===== src/rtl/mem_access_unit.sv =====
// Single-outstanding load/store unit between the pipeline and a word-wide data memory.
// Define MEM_ACCESS_STATS_EN to build the completed-load/store counters; otherwise they read 0.
module mem_access_unit (
  input  logic        clk,
  input  logic        reset,
  input  logic        req_valid,
  output logic        req_ready,
  input  logic [2:0]  req_op,
  input  logic [31:0] req_addr,
  input  logic [31:0] req_wdata,
  output logic [11:0] dm_addr,
  output logic [31:0] dm_wdata,
  output logic [3:0]  dm_be,
  input  logic [31:0] dm_rdata,
  output logic        resp_valid,
  input  logic        resp_ready,
  output logic [31:0] resp_rdata,
  output logic [1:0]  resp_exc,
  output logic [31:0] stat_loads,
  output logic [31:0] stat_stores
);

  localparam logic [2:0] OP_LW  = 3'b000;
  localparam logic [2:0] OP_LH  = 3'b001;
  localparam logic [2:0] OP_LHU = 3'b010;
  localparam logic [2:0] OP_LB  = 3'b011;
  localparam logic [2:0] OP_LBU = 3'b100;
  localparam logic [2:0] OP_SW  = 3'b101;
  localparam logic [2:0] OP_SH  = 3'b110;
  localparam logic [2:0] OP_SB  = 3'b111;

  typedef enum logic [1:0] {
    S_IDLE   = 2'd0,
    S_ACCESS = 2'd1,
    S_RESP   = 2'd2
  } state_t;

  state_t      state_q, state_d;
  logic [2:0]  op_q, op_d;
  logic [1:0]  lo_q, lo_d;
  logic [11:0] dm_addr_q, dm_addr_d;
  logic [31:0] dm_wdata_q, dm_wdata_d;
  logic [3:0]  dm_be_q, dm_be_d;
  logic        resp_valid_q, resp_valid_d;
  logic [31:0] resp_rdata_q, resp_rdata_d;
  logic [1:0]  resp_exc_q, resp_exc_d;

  logic        req_store_s, align_bad_s, range_bad_s, req_bad_s;
  logic [3:0]  req_be_s;
  logic [31:0] req_wdata_s;
  logic        op_store_s;
  logic [15:0] half_s;
  logic [7:0]  byte_s;
  logic [31:0] load_data_s;

  // Decode the incoming request: alignment/range check and store lane placement.
  always_comb begin
    req_store_s = 1'b0;
    align_bad_s = 1'b0;
    req_be_s    = 4'b0000;
    req_wdata_s = 32'd0;
    case (req_op)
      OP_LW:         align_bad_s = (req_addr[1:0] != 2'b00);
      OP_LH, OP_LHU: align_bad_s = req_addr[0];
      OP_LB, OP_LBU: align_bad_s = 1'b0;
      OP_SW: begin
        req_store_s = 1'b1;
        align_bad_s = (req_addr[1:0] != 2'b00);
        req_be_s    = 4'b1111;
        req_wdata_s = req_wdata;
      end
      OP_SH: begin
        req_store_s = 1'b1;
        align_bad_s = req_addr[0];
        req_be_s    = req_addr[1] ? 4'b1100 : 4'b0011;
        req_wdata_s = {2{req_wdata[15:0]}};
      end
      OP_SB: begin
        req_store_s = 1'b1;
        req_be_s    = 4'b0001 << req_addr[1:0];
        req_wdata_s = {4{req_wdata[7:0]}};
      end
      default: align_bad_s = 1'b1;
    endcase
    range_bad_s = (req_addr >= 32'h0000_4000);
    req_bad_s   = align_bad_s | range_bad_s;
  end

  // Select and extend the addressed lane of the memory word for loads.
  always_comb begin
    op_store_s = op_q[2] & (op_q[1] | op_q[0]);
    half_s     = lo_q[1] ? dm_rdata[31:16] : dm_rdata[15:0];
    case (lo_q)
      2'd0:    byte_s = dm_rdata[7:0];
      2'd1:    byte_s = dm_rdata[15:8];
      2'd2:    byte_s = dm_rdata[23:16];
      2'd3:    byte_s = dm_rdata[31:24];
      default: byte_s = 8'd0;
    endcase
    case (op_q)
      OP_LW:   load_data_s = dm_rdata;
      OP_LH:   load_data_s = {{16{half_s[15]}}, half_s};
      OP_LHU:  load_data_s = {16'd0, half_s};
      OP_LB:   load_data_s = {{24{byte_s[7]}}, byte_s};
      OP_LBU:  load_data_s = {24'd0, byte_s};
      default: load_data_s = 32'd0;
    endcase
  end

  // Next-state and registered-output logic; memory strobes are set up at accept so
  // they are flop outputs throughout ACCESS and drop the moment reset asserts.
  always_comb begin
    state_d      = state_q;
    op_d         = op_q;
    lo_d         = lo_q;
    dm_addr_d    = dm_addr_q;
    dm_wdata_d   = dm_wdata_q;
    dm_be_d      = 4'b0000;
    resp_valid_d = resp_valid_q;
    resp_rdata_d = resp_rdata_q;
    resp_exc_d   = resp_exc_q;
    case (state_q)
      S_IDLE: begin
        if (req_valid) begin
          op_d       = req_op;
          lo_d       = req_addr[1:0];
          dm_addr_d  = req_addr[13:2];
          dm_wdata_d = req_wdata_s;
          if (req_bad_s) begin
            state_d      = S_RESP;
            resp_valid_d = 1'b1;
            resp_rdata_d = 32'd0;
            resp_exc_d   = req_store_s ? 2'b10 : 2'b01;
          end else begin
            state_d = S_ACCESS;
            dm_be_d = req_be_s;
          end
        end else begin
          state_d = S_IDLE;
        end
      end
      S_ACCESS: begin
        state_d      = S_RESP;
        resp_valid_d = 1'b1;
        resp_rdata_d = op_store_s ? 32'd0 : load_data_s;
        resp_exc_d   = 2'b00;
      end
      S_RESP: begin
        if (resp_ready) begin
          state_d      = S_IDLE;
          resp_valid_d = 1'b0;
        end else begin
          state_d = S_RESP;
        end
      end
      default: begin
        state_d      = S_IDLE;
        resp_valid_d = 1'b0;
      end
    endcase
  end

  // State and output registers.
  always_ff @(posedge clk or negedge reset) begin
    if (!reset) begin
      state_q      <= S_IDLE;
      op_q         <= 3'd0;
      lo_q         <= 2'd0;
      dm_addr_q    <= 12'd0;
      dm_wdata_q   <= 32'd0;
      dm_be_q      <= 4'b0000;
      resp_valid_q <= 1'b0;
      resp_rdata_q <= 32'd0;
      resp_exc_q   <= 2'b00;
    end else begin
      state_q      <= state_d;
      op_q         <= op_d;
      lo_q         <= lo_d;
      dm_addr_q    <= dm_addr_d;
      dm_wdata_q   <= dm_wdata_d;
      dm_be_q      <= dm_be_d;
      resp_valid_q <= resp_valid_d;
      resp_rdata_q <= resp_rdata_d;
      resp_exc_q   <= resp_exc_d;
    end
  end

  assign req_ready  = (state_q == S_IDLE);
  assign dm_addr    = dm_addr_q;
  assign dm_wdata   = dm_wdata_q;
  assign dm_be      = dm_be_q;
  assign resp_valid = resp_valid_q;
  assign resp_rdata = resp_rdata_q;
  assign resp_exc   = resp_exc_q;

`ifdef MEM_ACCESS_STATS_EN
  logic [31:0] stat_loads_q, stat_loads_d;
  logic [31:0] stat_stores_q, stat_stores_d;
  logic        consume_ok_s;

  // Count only responses the pipeline actually takes and that carry no exception.
  always_comb begin
    consume_ok_s  = (state_q == S_RESP) && resp_ready && (resp_exc_q == 2'b00);
    stat_loads_d  = stat_loads_q;
    stat_stores_d = stat_stores_q;
    if (consume_ok_s) begin
      if (op_store_s) begin
        stat_stores_d = stat_stores_q + 32'd1;
      end else begin
        stat_loads_d = stat_loads_q + 32'd1;
      end
    end else begin
      stat_loads_d = stat_loads_q;
    end
  end

  // Counter registers.
  always_ff @(posedge clk or negedge reset) begin
    if (!reset) begin
      stat_loads_q  <= 32'd0;
      stat_stores_q <= 32'd0;
    end else begin
      stat_loads_q  <= stat_loads_d;
      stat_stores_q <= stat_stores_d;
    end
  end

  assign stat_loads  = stat_loads_q;
  assign stat_stores = stat_stores_q;
`else
  assign stat_loads  = 32'd0;
  assign stat_stores = 32'd0;
`endif

endmodule


===== config.mk =====
export PLATFORM = sky130hd
export DESIGN_NAME = mem_access_unit
export DESIGN_NICKNAME = d
export VERILOG_FILES = /design/src/rtl/mem_access_unit.sv
export SDC_FILE = /design/constraint.sdc
export NUM_CORES = 1
export LEC_CHECK = 0
export ABC_AREA = 1
export CAP_MARGIN = 25
export CORE_ASPECT_RATIO = 1.2
export CORE_MARGIN = 10
export CORE_UTILIZATION = 35
export CTS_BUF_LIST = sky130_fd_sc_hd__clkbuf_8
export DETAILED_ROUTE_END_ITERATION = 8
export DONT_BUFFER_PORTS = 1
export HOLD_SLACK_MARGIN = 0.15
export SETUP_SLACK_MARGIN = 0.02
export SLEW_MARGIN = 20
export SYNTH_ARGS = -nofsm -noshare
export SYNTH_HDL_FRONTEND = slang
export SYNTH_SLANG_ARGS = --single-unit

===== constraint.sdc =====
create_clock -name clk -period 2.38 [get_ports clk]
set_input_delay 0.238 -clock clk [delete_from_list [all_inputs] [get_ports clk]]
set_output_delay 0.238 -clock clk [all_outputs]
set_load 0.05 [all_outputs]

==> results.py <==
metrics = {
    "global_route": {
        "antenna_found_initial": 0,
        "grt.overflow.total": 0,
        "grt_pass1_vias": 4813,
        "grt_max_degree": 91,
        "grt_pass1_wl_microns": 26000,
        "grt_usage": 0.164,
    },
    "setup_path": {
        "crit_top_cell": "nand2_1",
        "startpoint_type": "input pin",
        "cp_num_cells": 9,
        "slowest_stage": "dlygate4sd3_1",
        "critical_path_class": "input pin to flop",
        "critPathMaxFanout": 24,
        "worstRegToRegCells": 7,
        "crit_chain": "dlygate4sd3_1, inv_1, nand3_1, clkinvlp_4, nand2_1, nand2_1, dlygate4sd3_1, nand2_1, nand2_1",
        "cp.required_ps": 2660,
        "critical_path_arrival_ps": 2450,
        "cp-end-kind": "flop",
        "critical_path_buf_inv_count": 4,
        "cpPeakStageDelay_ps": 570,
        "path_delay_family": "buffers and inverters",
    },
    "routing": {
        "wl_per_cell_microns": 17.6,
        "dr_total_vias": 4725,
        "via_per_inst": 4.88,
        "drc_errors": 0,
        "drtIter0Drc": 294,
        "totalWireLength_microns": 17100,
        "drtPass1Iterations": 6,
        "drtAntennaViolNets": 0,
    },
    "floorplan": {
        "start_util": 0.357,
        "rows": 48,
        "io_pins": 251,
        "die_h_microns": 153,
        "dieArea_sq_um": 19900,
        "die_w_microns": 130,
        "design.core.area_sq_um": 14400,
    },
    "yosys": {
        "synthArstFlopShare": 1.00,
        "synth_cell_types": 29,
        "seq_area_frac_synth": 0.440,
        "netlist_instances": 711,
        "synth_ff_type": "dfrtp_1",
        "synth_area_sq_um": 5120,
        "synth_edf_count": 0,
        "avgSynthCellArea_sq_um": 7.21,
        "synth-seq-cells": 90,
        "yosys_warnings": 0,
    },
    "timing": {
        "worst_pin_slew_ps": 701,
        "timing.fmax_mhz": 461,
        "skew_ps": 16.0,
        "period_share": 0.912,
        "final.min_clock_period_ps": 2170,
        "relSlewSlack": 0.532,
        "setup_viol": 0,
        "hold_viol": 0,
        "slew_violations": 0,
        "hold_ws_ps": 174,
        "setup_tns_ps": 0,
        "rsz0062_at_grt": "false",
    },
    "clocking": {
        "clk_pin_slew_ps": 110,
        "cts_htree_levels": 3,
        "root_buffer": "clkbuf_8",
        "clock_sinks": 90,
        "cts_tree": "done",
        "clk_latency_ps": 380,
        "post-cts-setup-buffers": 0,
        "clockBufferDepth": 2,
        "numCtsBuffers": 9,
    },
    "power": {
        "p_leak_nw": 3.34,
        "pwr_density_cell_nw_per_um2": 731,
        "vdd_drop_max_mv": 0.486,
    },
    "finish": {
        "areaGrowthSynthToFinish_pct": 18.8,
        "insertedDiodeCount": 0,
        "nNetsFinal": 891,
        "final_layout_size_suffix_gt1_frac": 0.0542,
    },
    "placement": {
        "port_buffers": 0,
        "place_congestion": 0.876,
        "dp_hpwl_microns": 11900,
    },
    "outcome": {
        "status": "finished, final reports clean",
    },
    "flow_run": {
        "cap_violations": 0,
    },
    "min_path": {
        "min_delay_path_depth": 4,
        "hold_class": "input pin to flop",
    },
}
## placed cells by master (no fill, tap or decap), drive strengths merged
master       instances
clkinvlp             1
nand2              356
dfrtp               90
and2                 1
o21ai               51
a21oi                9
inv                 38
o21a                 4
or2                  3
nand3b               1
conb                64
nor2                23
dlygate4sd3         88
buf                  8
clkbuf               9
clkinv               1
nor3                 4
nand3               33
a22oi                9
## cell families after synthesis
logic type,count (synthesis),synth area share
AO/OA/AOI/OAI,73,0.0784
buffers and inverters,126,0.153
flip-flops,90,0.440
other,1,0.000732
AND/OR/NAND/NOR,421,0.328
## timing repair
action / in CTS / in global routing
setup endpoints to repair: 0 / 3
resized for setup: 0 / 1
hold endpoints to repair: 176 / 0
hold buffers: 89 / 0
## cells in the mapped netlist (2+ instances only)
cell,instances,share of area
o21ai_0,49,0.048
buf_4,66,0.097
dfrtp_1,90,0.44
o21a_1,4,0.0059
o21ai_1,2,0.0020
nor2_2,3,0.0037
nand3_1,29,0.028
inv_1,30,0.022
nor2_1,20,0.015
buf_6,6,0.013
nand2_2,2,0.0024
clkbuf_1,10,0.0073
a22oi_1,9,0.013
buf_2,10,0.0098
nand2_1,354,0.26
inv_2,2,0.0015
nor3_1,4,0.0039
a21oi_1,8,0.0078
nand3_2,3,0.0059
## registers in the layout, summed over array words and instances (netlist names)
name	flops
dm_addr	12
dm_be	4
resp_valid	1
resp_exc	2
lo_q	2
dm_wdata	32
state_q	2
op_q	3
resp_rdata	32
## final timing paths
kind	from	endpoint	slack (ps)
worst max-delay path	req_op[1]	dm_wdata[30]	210
worst min-delay path	req_wdata[11]	dm_wdata[11]	170
worst max register to register	state_q[1]	dm_be[2]	260
worst min register to register	op_q[2]	op_q[2]	570
max in group asynchronous	reset	dm_wdata[18]	1580
min in group asynchronous	reset	resp_rdata[1]	440
## power by group
group / internal (mW) / total, mW / switching [mW]
Combinational: 0.339 / 1.13 / 0.787
Sequential: 1.67 / 2.28 / 0.617
Clock: 0.408 / 1.04 / 0.632
## worst reg2reg max path, stage by stage (launching register included)
cell and delay [ps]:
dfrtp_1 420, nor2_2 210, nand2_2 70, inv_1 70
nand3_1 260, nor2_1 320, o21a_1 160, dlygate4sd3_1 550
## layer usage
metal,global-route usage,part of all wire,up-vias
met5,0,0,-
met2,0.264,0.48,249
li1,-,-,2240
met4,0.0674,0.025,0
met3,0.0703,0.13,38
met1,0.185,0.37,2198
## through the flow
stage	std cells	total power, mW	setup WS, ps	utilization	instance area [sq um]
final	968	4.45	210	0.424	6090
after global placement	863	3.26	721	0.347	4990
after CTS	968	4.49	193	0.424	6080
after global routing	968	4.71	70.4	0.424	6090
after floorplan	774	3.18	674	-	5360
after detailed placement	863	3.27	679	0.347	4990
## layout make-up
| cell class | count | area [sq um] |
|---|---|---|
| Clock inverter | 7 | 63.8 |
| Multi-Input combinational cell | 558 | 2330 |
| Timing Repair Buffer | 96 | 961 |
| Tap cell | 175 | 219 |
| Inverter | 33 | 133 |
| Fill cell | 1470 | 8270 |
| Sequential cell | 90 | 2250 |
| Clock buffer | 9 | 124 |
No activity file was read; power rests on OpenSTA's default activity.
